File: config.mk
export PLATFORM = sky130hd
export DESIGN_NAME = alu_issue_stage_flat
export DESIGN_NICKNAME = d
export VERILOG_FILES = /design/src/rtl/alu_issue_stage_pkg.sv /design/src/rtl/alu_issue_stage_if.sv /design/src/rtl/alu_issue_stage_regfile.sv /design/src/rtl/alu_issue_stage.sv /design/src/flat_wrapper.sv
export SDC_FILE = /design/constraint.sdc
export NUM_CORES = 1
export LEC_CHECK = 0
export BUFFER_PORTS_ARGS = -buffer_cell sky130_fd_sc_hd__buf_2
export CAP_MARGIN = 30
export CELL_PAD_IN_SITES_DETAIL_PLACEMENT = 1
export CELL_PAD_IN_SITES_GLOBAL_PLACEMENT = 2
export CORE_MARGIN = 2
export CORE_UTILIZATION = 40
export DETAILED_ROUTE_END_ITERATION = 12
export GPL_ROUTABILITY_DRIVEN = 0
export PLACE_DENSITY = 0.91
export SLEW_MARGIN = 20
export SYNTH_ARGS = -nofsm -noshare
export SYNTH_HDL_FRONTEND = slang
export SYNTH_HIERARCHICAL = 1
export SYNTH_SLANG_ARGS = --single-unit
File: constraint.sdc
create_clock -name clk -period 8.4 [get_ports clk]
set_input_delay 0.84 -clock clk [delete_from_list [all_inputs] [get_ports clk]]
set_output_delay 0.84 -clock clk [all_outputs]
set_load 0.005 [all_outputs]
File: src/rtl/alu_issue_stage_pkg.sv
// ----------------------------------------------------------------------------
// alu_pkg : shared types and constants for the ALU issue/writeback stage
// Revision 1.0
// ----------------------------------------------------------------------------
`default_nettype none

package alu_pkg;

    localparam int XLEN  = 32;
    localparam int NREGS = 8;
    localparam int NOPS  = 9;
    localparam int AW    = $clog2(NREGS);

    typedef enum logic [3:0] {
        OP_ADD = 4'd0,
        OP_SUB = 4'd1,
        OP_AND = 4'd2,
        OP_OR  = 4'd3,
        OP_XOR = 4'd4,
        OP_SRL = 4'd5,
        OP_SLL = 4'd6,
        OP_ROL = 4'd7,
        OP_ROR = 4'd8
    } alu_op_e;

    // op is kept as raw bits because illegal encodings must be representable
    typedef struct packed {
        logic [3:0]      op;
        logic [AW-1:0]   rd;
        logic [AW-1:0]   rs1;
        logic [AW-1:0]   rs2;
        logic            use_imm;
        logic [XLEN-1:0] imm;
        logic [4:0]      shamt;
    } issue_pkt_t;

    function automatic logic op_is_legal(input logic [3:0] op, input int nops);
        return int'({28'd0, op}) < nops;
    endfunction

endpackage

`default_nettype wire

File: src/rtl/alu_issue_stage_if.sv
// ----------------------------------------------------------------------------
// alu_issue_stage_if : issue, ALU, writeback and debug signals of the stage
// Revision 1.0
// ----------------------------------------------------------------------------
`default_nettype none

interface alu_issue_stage_if #(
    parameter int XLEN = 32,
    parameter int AW   = 3
);
    logic            in_valid;
    logic            in_ready;
    logic [3:0]      in_op;
    logic [AW-1:0]   in_rd;
    logic [AW-1:0]   in_rs1;
    logic [AW-1:0]   in_rs2;
    logic            in_use_imm;
    logic [XLEN-1:0] in_imm;
    logic [4:0]      in_shamt;

    logic [XLEN-1:0] alu_a;
    logic [XLEN-1:0] alu_b;
    logic [3:0]      alu_op_code;
    logic [4:0]      alu_shift_amount;
    logic [XLEN-1:0] alu_result;
    logic            alu_zero;

    logic            wb_valid;
    logic            wb_ready;
    logic [AW-1:0]   wb_rd;
    logic [XLEN-1:0] wb_data;
    logic            wb_zero;

    logic            err_illegal;
    logic [AW-1:0]   dbg_addr;
    logic [XLEN-1:0] dbg_data;

    modport slave (
        input  in_valid, in_op, in_rd, in_rs1, in_rs2, in_use_imm, in_imm, in_shamt,
        input  alu_result, alu_zero, wb_ready, dbg_addr,
        output in_ready, alu_a, alu_b, alu_op_code, alu_shift_amount,
        output wb_valid, wb_rd, wb_data, wb_zero, err_illegal, dbg_data
    );

    modport master (
        output in_valid, in_op, in_rd, in_rs1, in_rs2, in_use_imm, in_imm, in_shamt,
        output alu_result, alu_zero, wb_ready, dbg_addr,
        input  in_ready, alu_a, alu_b, alu_op_code, alu_shift_amount,
        input  wb_valid, wb_rd, wb_data, wb_zero, err_illegal, dbg_data
    );

endinterface

`default_nettype wire

File: src/rtl/alu_issue_stage_regfile.sv
// ----------------------------------------------------------------------------
// alu_regfile : NREGS x XLEN register file, r0 hardwired to zero
// Revision 1.0
// ----------------------------------------------------------------------------
`default_nettype none

module alu_regfile #(
    parameter int NREGS = 8,
    parameter int XLEN  = 32
) (
    input  wire logic                     clk,
    input  wire logic                     rst,
    input  wire logic                     we,
    input  wire logic [$clog2(NREGS)-1:0] waddr,
    input  wire logic [XLEN-1:0]          wdata,
    input  wire logic [$clog2(NREGS)-1:0] raddr1,
    input  wire logic [$clog2(NREGS)-1:0] raddr2,
    input  wire logic [$clog2(NREGS)-1:0] dbg_addr,
    output logic      [XLEN-1:0]          rdata1,
    output logic      [XLEN-1:0]          rdata2,
    output logic      [XLEN-1:0]          dbg_data
);

    logic [XLEN-1:0] r_mem [NREGS];

    always_ff @(posedge clk or posedge rst) begin
        if (rst) begin
            for (int i = 0; i < NREGS; i++) begin
                r_mem[i] <= '0;
            end
        end else if (we && (waddr != '0)) begin
            r_mem[waddr] <= wdata;
        end
    end

    assign rdata1   = (raddr1   == '0) ? '0 : r_mem[raddr1];
    assign rdata2   = (raddr2   == '0) ? '0 : r_mem[raddr2];
    assign dbg_data = (dbg_addr == '0) ? '0 : r_mem[dbg_addr];

endmodule

`default_nettype wire

File: src/rtl/alu_issue_stage.sv
// ----------------------------------------------------------------------------
// alu_issue_stage : two-stage issue/writeback wrapper around a combinational ALU
// Revision 1.0
// ----------------------------------------------------------------------------
`default_nettype none

module alu_issue_stage import alu_pkg::*; #(
    parameter int NREGS = alu_pkg::NREGS,
    parameter int XLEN  = alu_pkg::XLEN,
    parameter int NOPS  = alu_pkg::NOPS
) (
    input wire logic         clk,
    input wire logic         rst,
    alu_issue_stage_if.slave bus
);

    localparam int AW = $clog2(NREGS);

    issue_pkt_t      w_pkt;
    logic            w_advance;
    logic            w_accept;
    logic            w_legal;
    logic            w_load_e;
    logic            w_rf_we;
    logic [XLEN-1:0] w_rf_rs1;
    logic [XLEN-1:0] w_rf_rs2;
    logic [XLEN-1:0] w_fwd_a;
    logic [XLEN-1:0] w_fwd_b;

    logic            r_valid_e;
    logic [AW-1:0]   r_rd_e;
    logic [XLEN-1:0] r_alu_a;
    logic [XLEN-1:0] r_alu_b;
    logic [3:0]      r_alu_op;
    logic [4:0]      r_alu_shamt;

    logic            r_wb_valid;
    logic [AW-1:0]   r_wb_rd;
    logic [XLEN-1:0] r_wb_data;
    logic            r_wb_zero;
    logic            r_err_illegal;

    assign w_pkt = '{op: bus.in_op, rd: bus.in_rd, rs1: bus.in_rs1, rs2: bus.in_rs2,
                     use_imm: bus.in_use_imm, imm: bus.in_imm, shamt: bus.in_shamt};

    assign w_advance = !r_wb_valid || bus.wb_ready;
    assign w_accept  = bus.in_valid && w_advance;
    assign w_legal   = op_is_legal(w_pkt.op, NOPS);
    assign w_load_e  = w_accept && w_legal;
    assign w_rf_we   = r_wb_valid && bus.wb_ready;

    alu_regfile #(
        .NREGS (NREGS),
        .XLEN  (XLEN)
    ) u_regfile (
        .clk      (clk),
        .rst      (rst),
        .we       (w_rf_we),
        .waddr    (r_wb_rd),
        .wdata    (r_wb_data),
        .raddr1   (w_pkt.rs1),
        .raddr2   (w_pkt.rs2),
        .dbg_addr (bus.dbg_addr),
        .rdata1   (w_rf_rs1),
        .rdata2   (w_rf_rs2),
        .dbg_data (bus.dbg_data)
    );

    // E's in-flight result is younger than W's, so it wins the forward
    always_comb begin
        w_fwd_a = w_rf_rs1;
        if (w_pkt.rs1 == '0) begin
            w_fwd_a = '0;
        end else if (r_valid_e && (r_rd_e == w_pkt.rs1)) begin
            w_fwd_a = bus.alu_result;
        end else if (r_wb_valid && (r_wb_rd == w_pkt.rs1)) begin
            w_fwd_a = r_wb_data;
        end
    end

    always_comb begin
        w_fwd_b = w_rf_rs2;
        if (w_pkt.use_imm) begin
            w_fwd_b = w_pkt.imm;
        end else if (w_pkt.rs2 == '0) begin
            w_fwd_b = '0;
        end else if (r_valid_e && (r_rd_e == w_pkt.rs2)) begin
            w_fwd_b = bus.alu_result;
        end else if (r_wb_valid && (r_wb_rd == w_pkt.rs2)) begin
            w_fwd_b = r_wb_data;
        end
    end

    // Operand registers hold when no packet loads, only the valid bit drops
    always_ff @(posedge clk or posedge rst) begin
        if (rst) begin
            r_valid_e   <= 1'b0;
            r_rd_e      <= '0;
            r_alu_a     <= '0;
            r_alu_b     <= '0;
            r_alu_op    <= '0;
            r_alu_shamt <= '0;
        end else if (w_advance) begin
            r_valid_e <= w_load_e;
            if (w_load_e) begin
                r_rd_e      <= w_pkt.rd;
                r_alu_a     <= w_fwd_a;
                r_alu_b     <= w_fwd_b;
                r_alu_op    <= w_pkt.op;
                r_alu_shamt <= w_pkt.shamt;
            end
        end
    end

    always_ff @(posedge clk or posedge rst) begin
        if (rst) begin
            r_wb_valid <= 1'b0;
            r_wb_rd    <= '0;
            r_wb_data  <= '0;
            r_wb_zero  <= 1'b0;
        end else if (w_advance) begin
            r_wb_valid <= r_valid_e;
            r_wb_rd    <= r_rd_e;
            r_wb_data  <= bus.alu_result;
            r_wb_zero  <= bus.alu_zero;
        end
    end

    always_ff @(posedge clk or posedge rst) begin
        if (rst) begin
            r_err_illegal <= 1'b0;
        end else if (w_accept && !w_legal) begin
            r_err_illegal <= 1'b1;
        end
    end

    assign bus.in_ready         = w_advance;
    assign bus.alu_a            = r_alu_a;
    assign bus.alu_b            = r_alu_b;
    assign bus.alu_op_code      = r_alu_op;
    assign bus.alu_shift_amount = r_alu_shamt;
    assign bus.wb_valid         = r_wb_valid;
    assign bus.wb_rd            = r_wb_rd;
    assign bus.wb_data          = r_wb_data;
    assign bus.wb_zero          = r_wb_zero;
    assign bus.err_illegal      = r_err_illegal;

endmodule

`default_nettype wire

File: src/flat_wrapper.sv
// flat-port wrapper written by rule: the top's interface ports become plain ports
module alu_issue_stage_flat import alu_pkg::*;
#(
    parameter int NREGS = alu_pkg::NREGS,
    parameter int XLEN  = alu_pkg::XLEN,
    parameter int NOPS  = alu_pkg::NOPS
)
  (clk, rst, bus_in_valid, bus_in_op, bus_in_rd, bus_in_rs1, bus_in_rs2, bus_in_use_imm, bus_in_imm, bus_in_shamt, bus_alu_result, bus_alu_zero, bus_wb_ready, bus_dbg_addr, bus_in_ready, bus_alu_a, bus_alu_b, bus_alu_op_code, bus_alu_shift_amount, bus_wb_valid, bus_wb_rd, bus_wb_data, bus_wb_zero, bus_err_illegal, bus_dbg_data);
  alu_issue_stage_if #(.XLEN(XLEN), .AW(3)) bus_i ();
  input wire logic clk;
  input wire logic rst;
  input wire logic [$bits(bus_i.in_valid)-1:0] bus_in_valid;
  input wire logic [$bits(bus_i.in_op)-1:0] bus_in_op;
  input wire logic [$bits(bus_i.in_rd)-1:0] bus_in_rd;
  input wire logic [$bits(bus_i.in_rs1)-1:0] bus_in_rs1;
  input wire logic [$bits(bus_i.in_rs2)-1:0] bus_in_rs2;
  input wire logic [$bits(bus_i.in_use_imm)-1:0] bus_in_use_imm;
  input wire logic [$bits(bus_i.in_imm)-1:0] bus_in_imm;
  input wire logic [$bits(bus_i.in_shamt)-1:0] bus_in_shamt;
  input wire logic [$bits(bus_i.alu_result)-1:0] bus_alu_result;
  input wire logic [$bits(bus_i.alu_zero)-1:0] bus_alu_zero;
  input wire logic [$bits(bus_i.wb_ready)-1:0] bus_wb_ready;
  input wire logic [$bits(bus_i.dbg_addr)-1:0] bus_dbg_addr;
  output wire logic [$bits(bus_i.in_ready)-1:0] bus_in_ready;
  output wire logic [$bits(bus_i.alu_a)-1:0] bus_alu_a;
  output wire logic [$bits(bus_i.alu_b)-1:0] bus_alu_b;
  output wire logic [$bits(bus_i.alu_op_code)-1:0] bus_alu_op_code;
  output wire logic [$bits(bus_i.alu_shift_amount)-1:0] bus_alu_shift_amount;
  output wire logic [$bits(bus_i.wb_valid)-1:0] bus_wb_valid;
  output wire logic [$bits(bus_i.wb_rd)-1:0] bus_wb_rd;
  output wire logic [$bits(bus_i.wb_data)-1:0] bus_wb_data;
  output wire logic [$bits(bus_i.wb_zero)-1:0] bus_wb_zero;
  output wire logic [$bits(bus_i.err_illegal)-1:0] bus_err_illegal;
  output wire logic [$bits(bus_i.dbg_data)-1:0] bus_dbg_data;
  assign bus_i.in_valid = bus_in_valid;
  assign bus_i.in_op = bus_in_op;
  assign bus_i.in_rd = bus_in_rd;
  assign bus_i.in_rs1 = bus_in_rs1;
  assign bus_i.in_rs2 = bus_in_rs2;
  assign bus_i.in_use_imm = bus_in_use_imm;
  assign bus_i.in_imm = bus_in_imm;
  assign bus_i.in_shamt = bus_in_shamt;
  assign bus_i.alu_result = bus_alu_result;
  assign bus_i.alu_zero = bus_alu_zero;
  assign bus_i.wb_ready = bus_wb_ready;
  assign bus_i.dbg_addr = bus_dbg_addr;
  assign bus_in_ready = bus_i.in_ready;
  assign bus_alu_a = bus_i.alu_a;
  assign bus_alu_b = bus_i.alu_b;
  assign bus_alu_op_code = bus_i.alu_op_code;
  assign bus_alu_shift_amount = bus_i.alu_shift_amount;
  assign bus_wb_valid = bus_i.wb_valid;
  assign bus_wb_rd = bus_i.wb_rd;
  assign bus_wb_data = bus_i.wb_data;
  assign bus_wb_zero = bus_i.wb_zero;
  assign bus_err_illegal = bus_i.err_illegal;
  assign bus_dbg_data = bus_i.dbg_data;
  alu_issue_stage #(.NREGS(NREGS), .XLEN(XLEN), .NOPS(NOPS)) u_core (.clk(clk), .rst(rst), .bus(bus_i));
endmodule
==> Word level (Yosys, flattened, before mapping) <==
Index checks and enable logic that the tools add are counted.
{ "op_classes": {"order_cmp": 6, "n_eq_ne": 4, "muxes": 20, "n_bitwise": 4, "n_reduce_logical": 18} }
{ "ops": {"columns": ["cell", "n"], "rows": [
  ["32-bit two-way mux", 15],
  ["32-bit binary-select mux with 3-bit select", 3],
  ["256-bit bitwise mux", 1],
  ["32-bit demux with 3-bit select", 1],
  ["4-bit >= comparator (second input constant)", 4],
  ["3-bit inverter with 4-bit output", 4],
  ["3-bit equality test", 4],
  ["1-bit logical AND", 10],
  ["3-bit logical NOT", 3],
  ["4-bit by 1-bit < comparator with 1-bit output (second input constant)", 1],
  ["4-bit < comparator (second input constant)", 1],
  ["3-bit nonzero test", 1],
  ["1-bit logical NOT", 2],
  ["2-bit AND reduction", 1],
  ["1-bit logical OR", 1]
]} }
{ "totals": {"ff_bits": 371, "out_inout_bits": 144, "word_cells": 71} }

==> Logic depth before layout (Yosys ltp) <==
Gate-level depths: netlist of the first run.
{ "depth": {"depth_word": 8, "mapped_depth": 8} }

==> Modules after synthesis <==
Netlist of the first run, hierarchy kept.
{ "modules_own_cells": {"columns": ["module", "n_inst", "cells_each", "area_per_inst_um2"], "rows": [
  ["alu_regfile", 1, 1069, 14087.3],
  ["alu_issue_stage", 1, 624, 6165.9]
]} }

==> Least setup slack after synthesis of the first run <==
Ideal clock, no wire load.
{ "synth_timing": {"path_kind": "input to output", "startpoint": "input bus_dbg_addr[2]", "endpoint": "output bus_dbg_data[0]", "arrival_time_ns": 1.756, "required_time_ns": 7.560, "slack_ns": 5.804, "path_stages": 5, "n_path_buf": 3, "cell_sequence": "buf_2 nor2b_1 buf_1 buf_1 a221oi_1"} }
{ "synth_between": {"elab_chain_cells": 5, "elab_cells_between_ends": 6, "classes_between": "mux (4); bitwise (1); reduce/logical (1)"} }
{ "synth_lines": {"columns": ["element", "line", "source"], "rows": [
  ["start, declared", "flat_wrapper.sv:23", "input wire logic [$bits(bus_i.dbg_addr)-1:0] bus_dbg_addr;"],
  ["3-bit inverter with 4-bit output (not written as such)", "alu_issue_stage_regfile.sv:38", "assign dbg_data = (dbg_addr == '0) ? '0 : r_mem[dbg_addr];"],
  ["32-bit binary-select mux with 3-bit select", "alu_issue_stage_regfile.sv:38", null],
  ["32-bit two-way mux (not written as such) (2 in a row)", "alu_issue_stage_regfile.sv:38", null],
  ["32-bit two-way mux (*)", "alu_issue_stage_regfile.sv:38", null],
  ["end, declared", "flat_wrapper.sv:34", "output wire logic [$bits(bus_i.dbg_data)-1:0] bus_dbg_data;"]
]} }
Every way passes the cells marked *; elsewhere a longest branch is shown, timed or not. The select of a mux whose other input is x is not followed.

==> Final worst setup path of the first run <==
{ "layout_timing": {"startpoint": "input bus_dbg_addr[0]", "endpoint": "output bus_dbg_data[29]"} }
Same word-level chain as after synthesis.

==> results.md, run 1 <==
- Outcome: finished clean
- Final Cell Area: 22,800 µm²
- Largest net degree at the start of global routing: between 80 and 90
- Clock H-tree levels: 2
- Clk buf depth: 3
- CP Launch Type: input pin
- Die area: approximately 52,000 µm²
- XOR/XNOR Fraction of Synth Area: 0.00519
- Number of port buffers: roughly 230
- Starting Density: 0.405
- F_max: ~0.23 GHz
- CTS Buf Count: 39
- CP cell instances: buf_4 > buf_4 > mux2_2 > a221oi_1 > a221oi_1 > buf_2
- Setup Buffers After CTS: 0
- Clk sinks: between 300 and 400
- Post-route DRC: 0
- Async set-reset flop share out of synthesis: 1.00
- Area growth syn-to-layout: 12.7%
- Min cycle time layout: roughly 4300 ps
- Clock Latency Late Sink: approximately 550 ps
- Mapped Cells: around 1,700
- Total routed wirelength: ~74 mm
- Data arrival, critical path: 3450 ps
- Grt ovf: 0
- Top_reg_cell synth: dfrtp_1
- Post-place setup slack: about 4200 ps
- Routed Antenna Nets: 0
- Leakage: between 10 and 15 nW
- Final Util: 0.456
- Largest family of logic cells by synthesized area: multiplexers
- Worst rel slew slack: 0.291
- Met3 global-route usage: 0.0723
- Global-route wire length before repair: 112 mm
- Mapped Avg Cell Area: about 12 µm²
- Core box area: 50,100 µm²
- Final Hold Viols: 0
- Least-Margin Pin Slew: 1060 ps
- First-pass DRT Iterations: 5
- HP Class: input pin to async pin
- Post-cts sizing count: 0
- Post-synth top cells: dfrtp_1 (339), mux2i_1 (256), mux2_2 (254), a221oi_1 (184), nand2_1 (146)
- Layer with the highest usage: met2
- Number of synthesized register bits: ~340
- Area contributors post-synth: dfrtp_1 (42%), mux2_2 (14%), mux2i_1 (13%)
- Cts hold-fix bufs: 0
- DR WL/cell: slightly below 30 µm
- Worst path slowest cell: buf_4
- Post-synth net total: about 1,800
- DP Wirelength: 45.9 mm
- Setup TNS: 0 ps
- Synth cell types: 46
- Final Max Tran Viols: 0
- Final setup violating endpoints: 0
- Critical path's largest stage delay: around 850 ps
- Die X: about 230 µm
- Final period utilization: 0.511
- Fill count: about 5,300
- Sequential share of the synthesized area: 0.419
- Row cnt: 82
- Layout cells sized above 1: 0.364
- VDD IR max: approximately 0.00011 V
- DR vias: between 15,000 and 20,000
- Critical Path RT: between 7000 and 8000 ps
- Most used standard cell by instance count after synthesis: dfrtp_1
- Total global-route track usage: 0.275
- CP max FO: 54
- Via density: 6.43
- Synth Area in Simple Gates: 0.0532
- Adder-cell area share of the yosys netlist: 0
- Worst Clk Skew: approximately 14 ps
- Area after DPL: around 21,000 µm²
- Nets: ~1,900
- I/O pins: 235
- Worst setup EP type: output pin
- Synthesized area: a little over 20,000 µm²
- Unrepaired setup endpoints after global routing: false
- Initial antenna violation count: 2
- CTS tree: done
- EDFF count, synth: 0
- Worst-path clk slew: 60 ps
- Power Density: between 300 and 400 nW/µm²
- Die H: ~230 µm
- Multiplexer area fraction after synthesis: 0.322
- Area leader, netlist: dfrtp_1
- M2 GR Usage: 0.417
- Final Worst Setup Slack: 4110 ps
- Synth top area share: 0.419
- RR Endpoint: u_core/bus.alu_a[4]
- Setup CP Type: input pin to output pin
- Max_cap viols: 0
- Synthesis Warnings: 6
- RR Startpoint: u_core/bus.wb_valid
- Met1 usage: 0.377
- R2R Setup Slk: between 5000 and 6000 ps
- Number of DRC markers in iteration 0: 1,559
- Post-synthesis compound-gate area fraction: 0.144
- Number of global-route vias before repair: 17,239
- Worst r2r path cells: 6
- Clock root buffer master: clkbuf_16
-- per-stage QoR --
stage                     total power, mW  instances  hold WS, ps
after floorplan                      4.50       1693          463
after global placement               5.21       2448          450
after detailed placement             5.41       2449          480
after CTS                            7.20       2516          426
after global routing                 7.57       2522          458
final                                7.25       2524          395
-- cell type report --
type | count | area [µm²] | share of cell area
tap | 672 | 841 | 0.0368
timing repair buffer | 268 | 1530 | 0.0669
clock inverter | 14 | 124 | 0.00543
clock buffer | 53 | 1150 | 0.0504
inverter | 7 | 36.3 | 0.00159
multi-input combinational | 1169 | 10700 | 0.467
sequential | 339 | 8480 | 0.372
antenna | 2 | 5.00 | 0.000219
-- per-layer routing --
metal | share of wire | vias to the layer above
li1 | - | 6861
met1 | 0.43 | 8501
met2 | 0.45 | 723
met4 | 0.028 | 4
met3 | 0.092 | 137
met5 | 0.00036 | -
-- how the worst max path moves through the flow --
stage,start,endpoint
floorplan,rst,u_core/u_regfile/r_mem[0]
global placement,bus_dbg_addr[0],bus_dbg_data[19]
detailed placement,bus_dbg_addr[0],bus_dbg_data[10]
CTS,bus_dbg_addr[0],bus_dbg_data[10]
global route,bus_dbg_addr[0],bus_dbg_data[18]
finish,bus_dbg_addr[0],bus_dbg_data[29]
-- worst max-delay path, delay by kind of cell --
kind / cells / cell delay, ps
buffers and inverters: 3 / 1650
muxes: 1 / 420
AOI/OAI and AO/OA: 2 / 430
-- state kept, by name, indices dropped and copies added, names as in the netlist, 3 cells and up --
register                     flops
u_core/bus.alu_shift_amount      5
u_core/bus.wb_rd                 3
u_core/bus.wb_data              32
u_core/bus.alu_a                32
u_core/u_regfile/r_mem         224
u_core/bus.alu_b                32
u_core/r_rd_e                    3
u_core/bus.alu_op_code           4
-- cell families (layout without fill, tap and decap cells) --
group,count (synthesis),count (layout)
buf+inv,185,342
xor+xnor,12,12
other cells,0,2
simple gates,212,212
compound gates,358,358
mux,587,587
flops,339,339
-- cell usage in the layout, fill, tap and decap left out, types with 3 or more instances in the layout --
cell type / Yosys / final
clkbuf_16: 0 / 41
and2_1: 5 / 3
clkbuf_1: 60 / 4
clkinv_2: 0 / 11
buf_2: 55 / 231
a221oi_1: 184 / 184
and2b_2: 0 / 3
a221oi_2: 4 / 4
o21ai_1: 64 / 64
clkbuf_8: 0 / 8
nor4_1: 32 / 32
nand2_1: 146 / 146
mux2_4: 60 / 60
a32oi_1: 32 / 32
mux2_2: 254 / 254
a21oi_1: 3 / 3
nand2b_1: 3 / 3
buf_4: 13 / 30
dfrtp_1: 339 / 339
buf_12: 0 / 4
inv_1: 5 / 3
mux2_1: 17 / 17
a311oi_1: 32 / 32
nand4b_4: 2 / 3
mux2i_1: 256 / 256
xnor2_1: 12 / 12
o31a_1: 32 / 32
-- power breakdown --
group | switching [mW] | total (mW) | internal (mW)
clock | 0.715 | 1.73 | 1.02
combinational | 1.11 | 2.41 | 1.30
sequential | 0.817 | 3.11 | 2.29
(Power assumes the default switching activity.)
==> run 2: changes to the inputs <==
--- a/config.mk
+++ b/config.mk
@@ -5,12 +5,13 @@
 export SDC_FILE = /design/constraint.sdc
 export NUM_CORES = 1
 export LEC_CHECK = 0
+export ABC_AREA = 1
 export BUFFER_PORTS_ARGS = -buffer_cell sky130_fd_sc_hd__buf_2
 export CAP_MARGIN = 30
 export CELL_PAD_IN_SITES_DETAIL_PLACEMENT = 1
 export CELL_PAD_IN_SITES_GLOBAL_PLACEMENT = 2
 export CORE_MARGIN = 2
-export CORE_UTILIZATION = 40
+export CORE_UTILIZATION = 33
 export DETAILED_ROUTE_END_ITERATION = 12
 export GPL_ROUTABILITY_DRIVEN = 0
 export PLACE_DENSITY = 0.91
==> constraint.sdc (replaced) <==
create_clock -name clk -period 4.35 [get_ports clk]
set_input_delay 0.435 -clock clk [delete_from_list [all_inputs] [get_ports clk]]
set_output_delay 0.435 -clock clk [all_outputs]
set_load 0.005 [all_outputs]
==> results.md, run 2 <==
- Synthesized area: between 20,000 and 25,000 µm²
- Number of DRC markers in iteration 0: around 1,700
- Switching pwr: roughly 5.8 mW
- Sw frac: 0.399
- Max FFs per register: approximately 260
- Synth top area share: 0.393
- Initial antenna violation count: 1
- Most frequent cells in the layout: nand2_1 (1,464), nand3_1 (537), dfrtp_1 (371)
- Worst-path clk slew: about 60 ps
- Grt ovf: 0
- Clock Latency Late Sink: 590 ps
- Sequential power share: 0.375
- Multiplexer area fraction after synthesis: 0
- Synthesis Warnings: 6
- Cts hold-fix bufs: 1
- Power Density: 542 nW/µm²
- Min cycle time layout: approximately 3000 ps
- Post-synthesis compound-gate area fraction: 0.104
- Largest net degree at the start of global routing: 150
- Mapped Cells: 3,695
- CP Launch Type: input pin
- Data arrival, critical path: around 2600 ps
- Async set-reset flop share out of synthesis: 1.00
- Sequential share of the synthesized area: 0.393
- Most common cell after layout, fill and taps aside: nand2_1
- Clock root buffer master: clkbuf_16
- Clock power share: 0.282
- F_max: around 0.33 GHz
- Register bank with the most flops: u_core/u_regfile/r_mem
- Hold Startpoint: bus_alu_zero
- I/O pins: between 200 and 250
- Area leader, netlist: dfrtp_1
- Max_cap viols: 0
- Synth Area in Simple Gates: 0.389
- Routed Antenna Nets: 0
- Number of port buffers: roughly 230
- Global-route wire length before repair: ~150 mm
- DR WL/cell: ~21 µm
- Area contributors post-synth: dfrtp_1 (39%), nand2_1 (23%), nand3_1 (11%)
- Post-cts sizing count: 0
- Worst Clk Skew: roughly 15 ps
- Final Power: 14.5 mW
- Mapped Avg Cell Area: between 6 and 7 µm²
- Most used standard cell by instance count after synthesis: nand2_1
- Number of global-route vias before repair: between 20,000 and 30,000
- Final period utilization: 0.691
- Post-route DRC: 0
- Top_reg_cell synth: dfrtp_1
- RR Startpoint: u_core/r_rd_e[2]
- Worst rel slew slack: 0.291
- Core box area: approximately 70,000 µm²
- Largest family of logic cells by synthesized area: simple AND/OR/NAND/NOR gates
- Die H: between 200 and 300 µm
- Row cnt: 98
- CTS tree: done
- Setup TNS: 0 ps
- Total routed wirelength: 99.3 mm
- Area growth syn-to-layout: 13.5%
- DR vias: between 20,000 and 30,000
- CP max FO: 66
- Leakage: approximately 14 nW
- CTS Buf Count: 46
- Via density: approximately 5.3
- Clk sinks: around 370
- Layout cells sized above 1: 0.107
- HP Class: input pin to register
- Final setup violating endpoints: 0
- Crit path from: bus_dbg_addr[0]
- Clk buf depth: 3
- Die X: about 270 µm
- VDD IR max: 0.000340 V
- Final Max Tran Viols: 0
- Die area: between 70,000 and 80,000 µm²
- Fill count: slightly above 9,000
- Critical Path RT: 3910 ps
- DP Wirelength: between 60 and 70 mm
- Clock H-tree levels: 2
- Adder-cell area share of the yosys netlist: 0
- Total global-route track usage: 0.265
- Starting Density: 0.332
- Post-synth net total: roughly 3,800
- Outcome: finished clean
- Nets: about 3,800
- Post-synth top cells: nand2_1 (1,466), nand3_1 (538), dfrtp_1 (371), inv_1 (358), o21ai_0 (247)
- Worst setup EP type: output pin
- Logic pwr share: 0.343
- XOR/XNOR Fraction of Synth Area: 0.000742
- Least-Margin Pin Slew: 1060 ps
- Unrepaired setup endpoints after global routing: false
- Final Hold Viols: 0
- Synth cell types: 30
- EDFF count, synth: 0
- First-pass DRT Iterations: 5
- Setup CP Type: input pin to output pin
- Setup Buffers After CTS: 0
- Number of synthesized register bits: approximately 370
- Internal Power: roughly 8.7 mW
[run 2: power groups by stage]
stage / Sequential [mW] / Clock, mW / Combinational [mW]
detailed placement: 5.48 / 0 / 4.96
global route: 5.58 / 4.31 / 5.71
floorplan: 5.24 / 0 / 3.38
global placement: 5.45 / 0 / 4.80
CTS: 5.44 / 4.17 / 5.00
finish: 5.44 / 4.10 / 4.99
[run 2: cells by family after synthesis]
| group | Yosys count |
|---|---|
| AO/OA/AOI/OAI | 434 |
| buffers and inverters | 657 |
| XOR/XNOR | 2 |
| AND/OR/NAND/NOR | 2231 |
| flip-flops | 371 |
[run 2: final timing paths]
check	endpoint	depth (start not counted)	slack [ps]
min reg2reg	u_core/u_regfile/r_mem[234]	0	380
max	bus_dbg_data[0]	9	1350
max reg2reg	u_core/bus.alu_a[9]	6	1720
max in group asynchronous	u_core/u_regfile/r_mem[215]	4	2690
min in group asynchronous	u_core/u_regfile/r_mem[161]	3	520
min	u_core/bus.wb_zero	3	50
[run 2: worst max-delay path, cell delays in order]
cell	delay, ps
buf_4	250
inv_4	660
buf_4	520
nand2_1	120
nand3_1	90
nand3_1	130
nand2_1	110
nor2_1	70
buf_2	150
[run 2: stage by stage]
step / instances / hold slack, ps / instance area [µm²] / setup WS [ps] / util
2_1_floorplan: 3695 / 429 / 23600 / 543 / -
3_3_place_gp: 4640 / 365 / 25200 / 1200 / 0.355
4_1_cts: 4721 / 21.8 / 26800 / 1340 / 0.377
3_5_place_dp: 4641 / 368 / 25200 / 1340 / 0.355
5_1_grt: 4722 / 52.7 / 26800 / 1210 / 0.377
6_report: 4722 / 46.1 / 26800 / 1350 / 0.377
[run 2: routing by layer]
layer / part of all wire / vias to the layer above / global-route usage
met5: 0 / - / 0
met2: 0.48 / 620 / 0.451
li1: - / 11717 / -
met1: 0.43 / 12466 / 0.338
met3: 0.039 / 197 / 0.0232
met4: 0.054 / 0 / 0.133
[run 2: layout make-up]
class / instances / area [µm²] / share of cell area
inverters: 368 / 1400 / 0.0520
diodes: 1 / 2.50 / 0.0000933
clock inverters: 16 / 236 / 0.00882
well taps: 950 / 1190 / 0.0443
clock buffers: 63 / 1330 / 0.0494
flip-flops and latches: 371 / 9280 / 0.346
repair buffers: 286 / 1650 / 0.0613
multi-input cells: 2667 / 11700 / 0.438
